===== src/rtl/alu_arbiter_pkg.sv =====
// Shared constants and types for the two-requester ALU arbiter.
// ALUFun encodings match the existing shared ALU.
package alu_arbiter_pkg;

  localparam int unsigned NUM_REQ = 2;
  localparam int unsigned DATA_W  = 32;
  localparam int unsigned FUN_W   = 6;
  localparam int unsigned SHAMT_W = $clog2(DATA_W);

  localparam logic [FUN_W-1:0] FUN_ADD = 6'b000000;
  localparam logic [FUN_W-1:0] FUN_SUB = 6'b000001;
  localparam logic [FUN_W-1:0] FUN_AND = 6'b011000;
  localparam logic [FUN_W-1:0] FUN_OR  = 6'b011110;
  localparam logic [FUN_W-1:0] FUN_XOR = 6'b010110;
  localparam logic [FUN_W-1:0] FUN_NOR = 6'b010001;
  localparam logic [FUN_W-1:0] FUN_SLL = 6'b100000;
  localparam logic [FUN_W-1:0] FUN_SRL = 6'b100001;
  localparam logic [FUN_W-1:0] FUN_SRA = 6'b100011;
  localparam logic [FUN_W-1:0] FUN_EQ  = 6'b110011;
  localparam logic [FUN_W-1:0] FUN_NE  = 6'b110001;
  localparam logic [FUN_W-1:0] FUN_LT  = 6'b110101;

  typedef struct packed {
    logic [FUN_W-1:0]  fun;
    logic              sign;
    logic [DATA_W-1:0] a;
    logic [DATA_W-1:0] b;
  } alu_op_t;

endpackage


===== src/rtl/alu_arbiter_alu.sv =====
// Shared combinational ALU: S = f(fun, sign, A, B); shifts move B by A[4:0].
module alu_arbiter_alu
  import alu_arbiter_pkg::*;
(
  input  logic [FUN_W-1:0]  fun_i,
  input  logic              sign_i,
  input  logic [DATA_W-1:0] a_i,
  input  logic [DATA_W-1:0] b_i,
  output logic [DATA_W-1:0] s_o
);

  logic [SHAMT_W-1:0] shamt;
  logic               lt;

  assign shamt = a_i[SHAMT_W-1:0];
  assign lt    = sign_i ? ($signed(a_i) < $signed(b_i)) : (a_i < b_i);

  always_comb begin
    s_o = '0;
    case (fun_i)
      FUN_ADD: s_o = a_i + b_i;
      FUN_SUB: s_o = a_i - b_i;
      FUN_AND: s_o = a_i & b_i;
      FUN_OR:  s_o = a_i | b_i;
      FUN_XOR: s_o = a_i ^ b_i;
      FUN_NOR: s_o = ~(a_i | b_i);
      FUN_SLL: s_o = b_i << shamt;
      FUN_SRL: s_o = b_i >> shamt;
      FUN_SRA: s_o = DATA_W'($signed(b_i) >>> shamt);
      FUN_EQ:  s_o = DATA_W'(a_i == b_i);
      FUN_NE:  s_o = DATA_W'(a_i != b_i);
      FUN_LT:  s_o = DATA_W'(lt);
      default: s_o = '0;
    endcase
  end

endmodule


===== src/rtl/alu_arbiter.sv =====
// Two-requester front end to a single shared ALU: arbitrate, issue one op per
// cycle, hold each requester's result until it is consumed.
module alu_arbiter
  import alu_arbiter_pkg::*;
#(
  parameter int unsigned RR_EN = 1,
  parameter int unsigned CNT_W = 16
) (
  input  logic              clk,
  input  logic              reset,
  input  logic              req0_valid,
  output logic              req0_ready,
  input  logic [FUN_W-1:0]  req0_fun,
  input  logic              req0_sign,
  input  logic [DATA_W-1:0] req0_a,
  input  logic [DATA_W-1:0] req0_b,
  input  logic              req1_valid,
  output logic              req1_ready,
  input  logic [FUN_W-1:0]  req1_fun,
  input  logic              req1_sign,
  input  logic [DATA_W-1:0] req1_a,
  input  logic [DATA_W-1:0] req1_b,
  output logic              rsp0_valid,
  input  logic              rsp0_ready,
  output logic [DATA_W-1:0] rsp0_data,
  output logic              rsp1_valid,
  input  logic              rsp1_ready,
  output logic [DATA_W-1:0] rsp1_data,
  output logic [CNT_W-1:0]  ops_done
);

  logic [NUM_REQ-1:0] req_valid, eligible, grant_c, accept, pop, rsp_ready;
  alu_op_t            req_op [NUM_REQ];

  logic [NUM_REQ-1:0] pend_q, pend_d;
  logic               last_q, last_d;
  logic               iss_valid_q, iss_valid_d;
  logic               iss_id_q, iss_id_d;
  alu_op_t            iss_op_q, iss_op_d;
  logic [NUM_REQ-1:0] rsp_valid_q, rsp_valid_d;
  logic [DATA_W-1:0]  rsp_data_q [NUM_REQ];
  logic [DATA_W-1:0]  rsp_data_d [NUM_REQ];
  logic [CNT_W-1:0]   ops_done_q, ops_done_d;
  logic [DATA_W-1:0]  alu_s;

  assign req_valid = {req1_valid, req0_valid};
  assign rsp_ready = {rsp1_ready, rsp0_ready};
  assign req_op[0] = {req0_fun, req0_sign, req0_a, req0_b};
  assign req_op[1] = {req1_fun, req1_sign, req1_a, req1_b};

  // pend_q blocks re-accept until the held result is popped
  assign eligible = req_valid & ~pend_q;
  assign accept   = req_valid & grant_c;
  assign pop      = rsp_valid_q & rsp_ready;

  // At most one grant; on contention RR picks the index that did not win last
  always_comb begin
    grant_c = '0;
    if (reset) begin
      if (&eligible) begin
        if ((RR_EN != 0) && !last_q) grant_c = 2'b10;
        else                         grant_c = 2'b01;
      end else begin
        grant_c = eligible;
      end
    end
  end

  assign req0_ready = grant_c[0];
  assign req1_ready = grant_c[1];

  alu_arbiter_alu u_alu (
    .fun_i  (iss_op_q.fun),
    .sign_i (iss_op_q.sign),
    .a_i    (iss_op_q.a),
    .b_i    (iss_op_q.b),
    .s_o    (alu_s)
  );

  always_comb begin
    pend_d      = (pend_q & ~pop) | accept;
    last_d      = last_q;
    iss_valid_d = |accept;
    iss_id_d    = iss_id_q;
    iss_op_d    = iss_op_q;
    rsp_valid_d = rsp_valid_q & ~pop;
    rsp_data_d  = rsp_data_q;
    ops_done_d  = ops_done_q + CNT_W'(pop[0]) + CNT_W'(pop[1]);

    if (|accept) begin
      last_d   = accept[1];
      iss_id_d = accept[1];
      iss_op_d = req_op[accept[1]];
    end

    if (iss_valid_q) begin
      rsp_valid_d[iss_id_q] = 1'b1;
      rsp_data_d[iss_id_q]  = alu_s;
    end
  end

  always_ff @(posedge clk) begin
    if (!reset) begin
      pend_q        <= '0;
      last_q        <= 1'b1;
      iss_valid_q   <= 1'b0;
      iss_id_q      <= 1'b0;
      iss_op_q      <= '0;
      rsp_valid_q   <= '0;
      rsp_data_q[0] <= '0;
      rsp_data_q[1] <= '0;
      ops_done_q    <= '0;
    end else begin
      pend_q        <= pend_d;
      last_q        <= last_d;
      iss_valid_q   <= iss_valid_d;
      iss_id_q      <= iss_id_d;
      iss_op_q      <= iss_op_d;
      rsp_valid_q   <= rsp_valid_d;
      rsp_data_q[0] <= rsp_data_d[0];
      rsp_data_q[1] <= rsp_data_d[1];
      ops_done_q    <= ops_done_d;
    end
  end

  assign rsp0_valid = rsp_valid_q[0];
  assign rsp1_valid = rsp_valid_q[1];
  assign rsp0_data  = rsp_data_q[0];
  assign rsp1_data  = rsp_data_q[1];
  assign ops_done   = ops_done_q;

endmodule

===== config.mk =====
export PLATFORM = sky130hd
export DESIGN_NAME = alu_arbiter
export DESIGN_NICKNAME = d
export VERILOG_FILES = /design/src/rtl/alu_arbiter_pkg.sv /design/src/rtl/alu_arbiter_alu.sv /design/src/rtl/alu_arbiter.sv
export SDC_FILE = /design/constraint.sdc
export NUM_CORES = 1
export LEC_CHECK = 0
export ABC_AREA = 1
export CELL_PAD_IN_SITES_DETAIL_PLACEMENT = 0
export CELL_PAD_IN_SITES_GLOBAL_PLACEMENT = 2
export CORE_MARGIN = 3
export CORE_UTILIZATION = 31
export CTS_CLUSTER_SIZE = 30
export DETAILED_ROUTE_END_ITERATION = 7
export GPL_ROUTABILITY_DRIVEN = 0
export GPL_TIMING_DRIVEN = 0
export PLACE_DENSITY = 0.92
export SLEW_MARGIN = 20
export SYNTH_ARGS = -nofsm -noshare
export SYNTH_HDL_FRONTEND = slang
export SYNTH_HIERARCHICAL = 1
export SYNTH_SLANG_ARGS = --single-unit

===== constraint.sdc =====
create_clock -name clk -period 5.9 [get_ports clk]
set_clock_uncertainty 0.05 [all_clocks]
set_input_delay 0.885 -clock clk [delete_from_list [all_inputs] [get_ports clk]]
set_output_delay 0.885 -clock clk [all_outputs]
set_load 0.03 [all_outputs]

Word-level counts from Yosys, hierarchy flattened. Cells that the tools add are included.

Bits in registers: 158. Bits of input ports: 148.

Reduce and logical (&&, ||, !) cells: 5. Muxes and demuxes: 14. Order comparisons: 7. Bitwise logic cells: 15. Add/subtract/negate cells: 4. Eq/ne operators: 13. Shift operators: 3.

Operator list (number): $pmux W32 S12 (1); $mux W71 (3); $bwmux W64 (1); $lt A32 B32 Y1 (2); $eq A6 B6 Y1 const B (6); $add A16 B1 Y16 (2); $add A32 B32 Y32 (1); $and A32 B32 Y32 (1); $demux W32 S1 (1); $eq A32 B32 Y1 (1); $mux W32 (1); $ne A32 B32 Y1 (1); $not A32 Y32 (1); $or A32 B32 Y32 (1); $shl A32 B5 Y32 (1); $shr A32 B5 Y32 (1); $sshr A32 B5 Y32 (1); $sub A32 B32 Y32 (1); $xor A32 B32 Y32 (1); $eq A6 B5 Y1 const B (4); $and A2 B2 Y2 (5); $mux W2 (4); $eq A6 B1 Y1 const B (1); $logic_not A6 Y1 (1); other kinds (12) (18).

Depth between registers and ports, before layout.
Depth after elaboration: 10. Depth in mapped cells: 21. Gate-level depth less buffers: 19.

Hierarchy. Netlist, hierarchy kept.

Modules (own cells, without submodules): alu_arbiter_alu (seq. area each 0.0 um^2, cells an instance 2207, instances 1, area an instance 10635.2 um^2); alu_arbiter (seq. area each 3163.0 um^2, cells an instance 1049, instances 1, area an instance 6934.2 um^2).

Worst setup path before layout. OpenSTA, ideal clock, no wires.

Path type: in2out. Start: input req1_valid. End: output req0_ready. Setup slack: 3171 ps. Path buffers: 0. Arrival time: 1794 ps. Stages on the path: 3. Path through: nand2_1 nor2_1 nor3_1.

Longest elaborated chain between the ends: 4.

RTL lines: start: declaration (line alu_arbiter.sv:17) `input logic req1_valid,`; $and A2 B2 Y2 (line alu_arbiter.sv:52) `assign eligible = req_valid & ~pend_q;`; $reduce_and A2 Y1 (line alu_arbiter.sv:60) `if (&eligible) begin`; $mux W2 (line alu_arbiter.sv:60); $mux W2 (line alu_arbiter.sv:59) `if (reset) begin`; end: declaration (line alu_arbiter.sv:12) `output logic req0_ready,`.

No other way between the ends.

Worst setup path in the final report.
Start: input req0_valid. End: output req1_ready.

Longest elaborated chain between the ends: 4.

RTL lines: start: declaration (line alu_arbiter.sv:11) `input logic req0_valid,`; $and A2 B2 Y2 (line alu_arbiter.sv:52); $reduce_and A2 Y1 (line alu_arbiter.sv:60); $mux W2 (line alu_arbiter.sv:60); $mux W2 (line alu_arbiter.sv:59); end: declaration (line alu_arbiter.sv:18) `output logic req1_ready,`.

No other way between the ends.

==> metrics.md <==
| Metric | Value |
|---|---|
| HPWL Detailed | 76,310 microns |
| Die area | roughly 0.060 sq mm |
| Asr flop ratio synth | 0 |
| CTS Buf Count | 17 |
| Final Setup Violations | 0 |
| Fin. Hold Viols | 0 |
| Number of synthesized flops with an enable pin | 0 |
| GR Util met2 | 0.4788 |
| Fmax achieved | around 240 MHz |
| Synth warn | 6 |
| CTS-repair resized insts | 0 |
| Maximum VDD drop | 0.2340 mV |
| Initial DRC count | around 2.6k |
| Max-cap violations | 0 |
| Top Ports | approximately 230 |
| DRC errors left | 0 |
| Remaining global-route overflow | 0 |
| Die width | around 240 microns |
| Reg2reg setup slack | between 1.5 and 2 ns |
| Clock sinks | 158 |
| Psw | about 2300 uW |
| Cell variety after synth | 50 |
| Worst-Margin Slew | between 0.8 and 0.9 ns |
| WS Path Type | in -> out |
| Final WL | 90,810 microns |
| Power Dens Cells | roughly 220 mW/mm^2 |
| Synth Flop Type | dfxtp_1 |
| Synth top cells by count | nand2_1 (982), nand3_1 (536), nor2_1 (469) |
| Gr usage total | 0.2964 |
| Seq/Total Area, Yosys | 0.1800 |
| Clock share of power | 0.247 |
| Nets@finish | 3,758 |
| Post-synthesis cell count | between 3k and 4k |
| Global-route met1 utilization | 0.3812 |
| Layout cell share with drive strength beyond 1 | 0.04973 |
| Initial core utilization | 0.3158 |
| Root buffer cell | clkbuf_16 |
| Die Y | between 200 and 250 microns |
| Core area | about 0.056 sq mm |
| P_int | about 2500 uW |
| First-pass GRT wire length | approximately 130,000 microns |
| Largest net degree at the start of global routing | 18 |
| Top-count cell post-synth | nand2_1 |
| Number of core rows | 86 |
| Max Root-Sink Buffers | 2 |
| DR pass1 iterations | 8 |
| Syn Nets | between 3k and 4k |
| H-tree depth | 4 |
| P_leak | 0.01084 uW |
| Sw Share | 0.4775 |
| RSZ-0062 raised after global routing | false |
| Met3 Use GR | 0.05285 |
| Vias in the first global route | 20.67k |
| Startpoint types | input port |
| CTS tree | built |
| Synth top area share | 0.2098 |
| Sequential power share | 0.274 |
| Synthesized area | 0.01757 sq mm |
| Vias per inst | ~5.3 |
| Worst-Skew Late Latency | between 0.4 and 0.5 ns |
| Cts hold-fix bufs | 0 |
| Hold Crit Depth | 2 |
| Worst EP arrival | ~3.2 ns |
| Post-CTS Setup Bufs | 0 |
| R2r worst-path depth | 15 |
| Post-synth top area cell | nand2_1 |
| Antenna-violating nets left | 0 |
| Max-slew headroom | 0.4594 |
| Filler instances | ~6.5k |
| Comb power frac | 0.479 |
| Status | complete, no violations |
| Period utilization | 0.7003 |
| Initial antenna violation count | 2 |
| Fin crit period | a little over 4 ns |
| Cells after DPL | 4,235 |
| Grt peak-use layer | met2 |
| CP endpoint kind | output pin |
| Post-Layout Cell Count | around 4.3k |
| Worst-path clk slew | 0.07 ns |
| Critical path data required time | approximately 5.0 ns |
| Port Buffers | about 230 |
| Top cells by area, synth | nand2_1 (21%), dfxtp_1 (18%), nand3_1 (15%), nor2_1 (10%), inv_1 (8.7%) |
| Synthesized flop and latch total | between 150 and 200 |
| Synthesis-to-layout area growth | 22.02% |
| Via Count | around 22k |
| Setup TNS | 0 ns |
| Fin. max-slew vios | 0 |
| Worst min-delay path category | reg -> reg |
| Avg Synthesized Cell Area | between 5 and 6 sq um |
| Critical-path maximum fanout | 10 |
| Drt wl/cell | around 21 microns |
==> worst max-delay path, stage by stage <==
cell	delay, ns
clkdlybuf4s50_1	0.47
nand3_1	0.47
nand2_1	0.26
buf_4	0.25
buf_4	0.21
inv_1	0.05
clkdlybuf4s50_1	0.58
==> worst paths after layout <==
| check | start | end |
|---|---|---|
| setup / recovery | req0_valid | req1_ready |
| setup reg to reg | iss_op_q[35]$_SDFFE_PN0P_ | rsp1_data[7]$_SDFFE_PN0P_ |
| hold reg to reg | pend_q[1]$_SDFF_PN0_ | pend_q[1]$_SDFF_PN0_ |
| hold / removal | pend_q[1]$_SDFF_PN0_ | pend_q[1]$_SDFF_PN0_ |
==> logic make-up after synthesis <==
group	synth area share
adder cells (fa/ha/maj)	0.07535
buffers and inverters	0.1394
AND/OR/NAND/NOR	0.5079
XOR/XNOR	0.0009972
AO/OA/AOI/OAI	0.09635
flip-flops	0.1800
==> registers in the layout (all words and copies together) (netlist names) <==
name and cells:
iss_op_q 71, rsp1_data 32, rsp_valid_q 2, last_q 1
iss_id_q 1, rsp0_data 32, pend_q 2, iss_valid_q 1
ops_done 16
==> power by group through the flow <==
stage / Combinational (uW) / Sequential [uW] / Clock [uW]
final: 2290 / 1310 / 1180
after global routing: 2490 / 1320 / 1250
after CTS: 2240 / 1310 / 1210
after detailed placement: 2230 / 1330 / 0
after global placement: 2240 / 1330 / 0
after floorplan: 1330 / 1320 / 0
==> cell type report <==
class / instances / area (sq um) / share of cell area
sequential: 158 / 3163 / 0.1475
tap: 748 / 935.9 / 0.04366
antenna: 1 / 2.502 / 0.0001167
multi-input combinational: 2513 / 11960 / 0.5578
buffer: 163 / 862.1 / 0.04021
inverter: 422 / 1587 / 0.07400
timing repair buffer: 231 / 2312 / 0.1079
clock inverter: 15 / 192.7 / 0.008988
clock buffer: 17 / 425.4 / 0.01984
==> metal layers <==
metal / part of all wire / wire length [microns] / vias up
li1: - / - / 10848
met1: 0.42 / 37940 / 10259
met2: 0.44 / 40240 / 1122
met3: 0.083 / 7536 / 249
met4: 0.056 / 5085 / 2
met5: 0.00017 / 15 / -
==> stage by stage <==
stage                     power, uW  hold WS (ns)  cell area [sq um]  utilization  worst slack (ns)
after floorplan                2651        0.3863              17570            -             3.171
after global placement         3564        0.4018              20820       0.3742             1.723
after detailed placement       3556        0.4072              20820       0.3742             1.685
after CTS                      4751        0.4249              21440       0.3853             1.680
after global routing           5048        0.4533              21440       0.3853             1.591
final                          4782        0.4241              21440       0.3854             1.768
==> cells in the final DEF (no fill, tap or decap), types with 3 or more instances in the layout <==
| cell | instances |
|---|---|
| clkdlybuf4s50_1 | 231 |
| buf_2 | 62 |
| o21ai_1 | 6 |
| buf_4 | 21 |
| nand3_1 | 536 |
| nor2_2 | 7 |
| clkbuf_2 | 3 |
| nor2_4 | 9 |
| clkbuf_1 | 54 |
| fa_1 | 3 |
| inv_8 | 4 |
| inv_1 | 407 |
| buf_1 | 11 |
| nand2_2 | 7 |
| buf_6 | 12 |
| o211ai_1 | 23 |
| o21bai_1 | 12 |
| and3_1 | 3 |
| nor4_1 | 3 |
| dfxtp_1 | 158 |
| o21ai_0 | 141 |
| clkbuf_16 | 17 |
| ha_1 | 101 |
| nor3_1 | 18 |
| nand2_1 | 982 |
| nand3b_1 | 7 |
| inv_2 | 13 |
| o2111ai_1 | 5 |
| nand4_1 | 41 |
| o22ai_1 | 10 |
| nor2_1 | 469 |
| o221ai_1 | 4 |
| inv_6 | 4 |
| a21oi_1 | 92 |
| and2_1 | 14 |
Note: power is estimated with default switching activity, not from simulation.
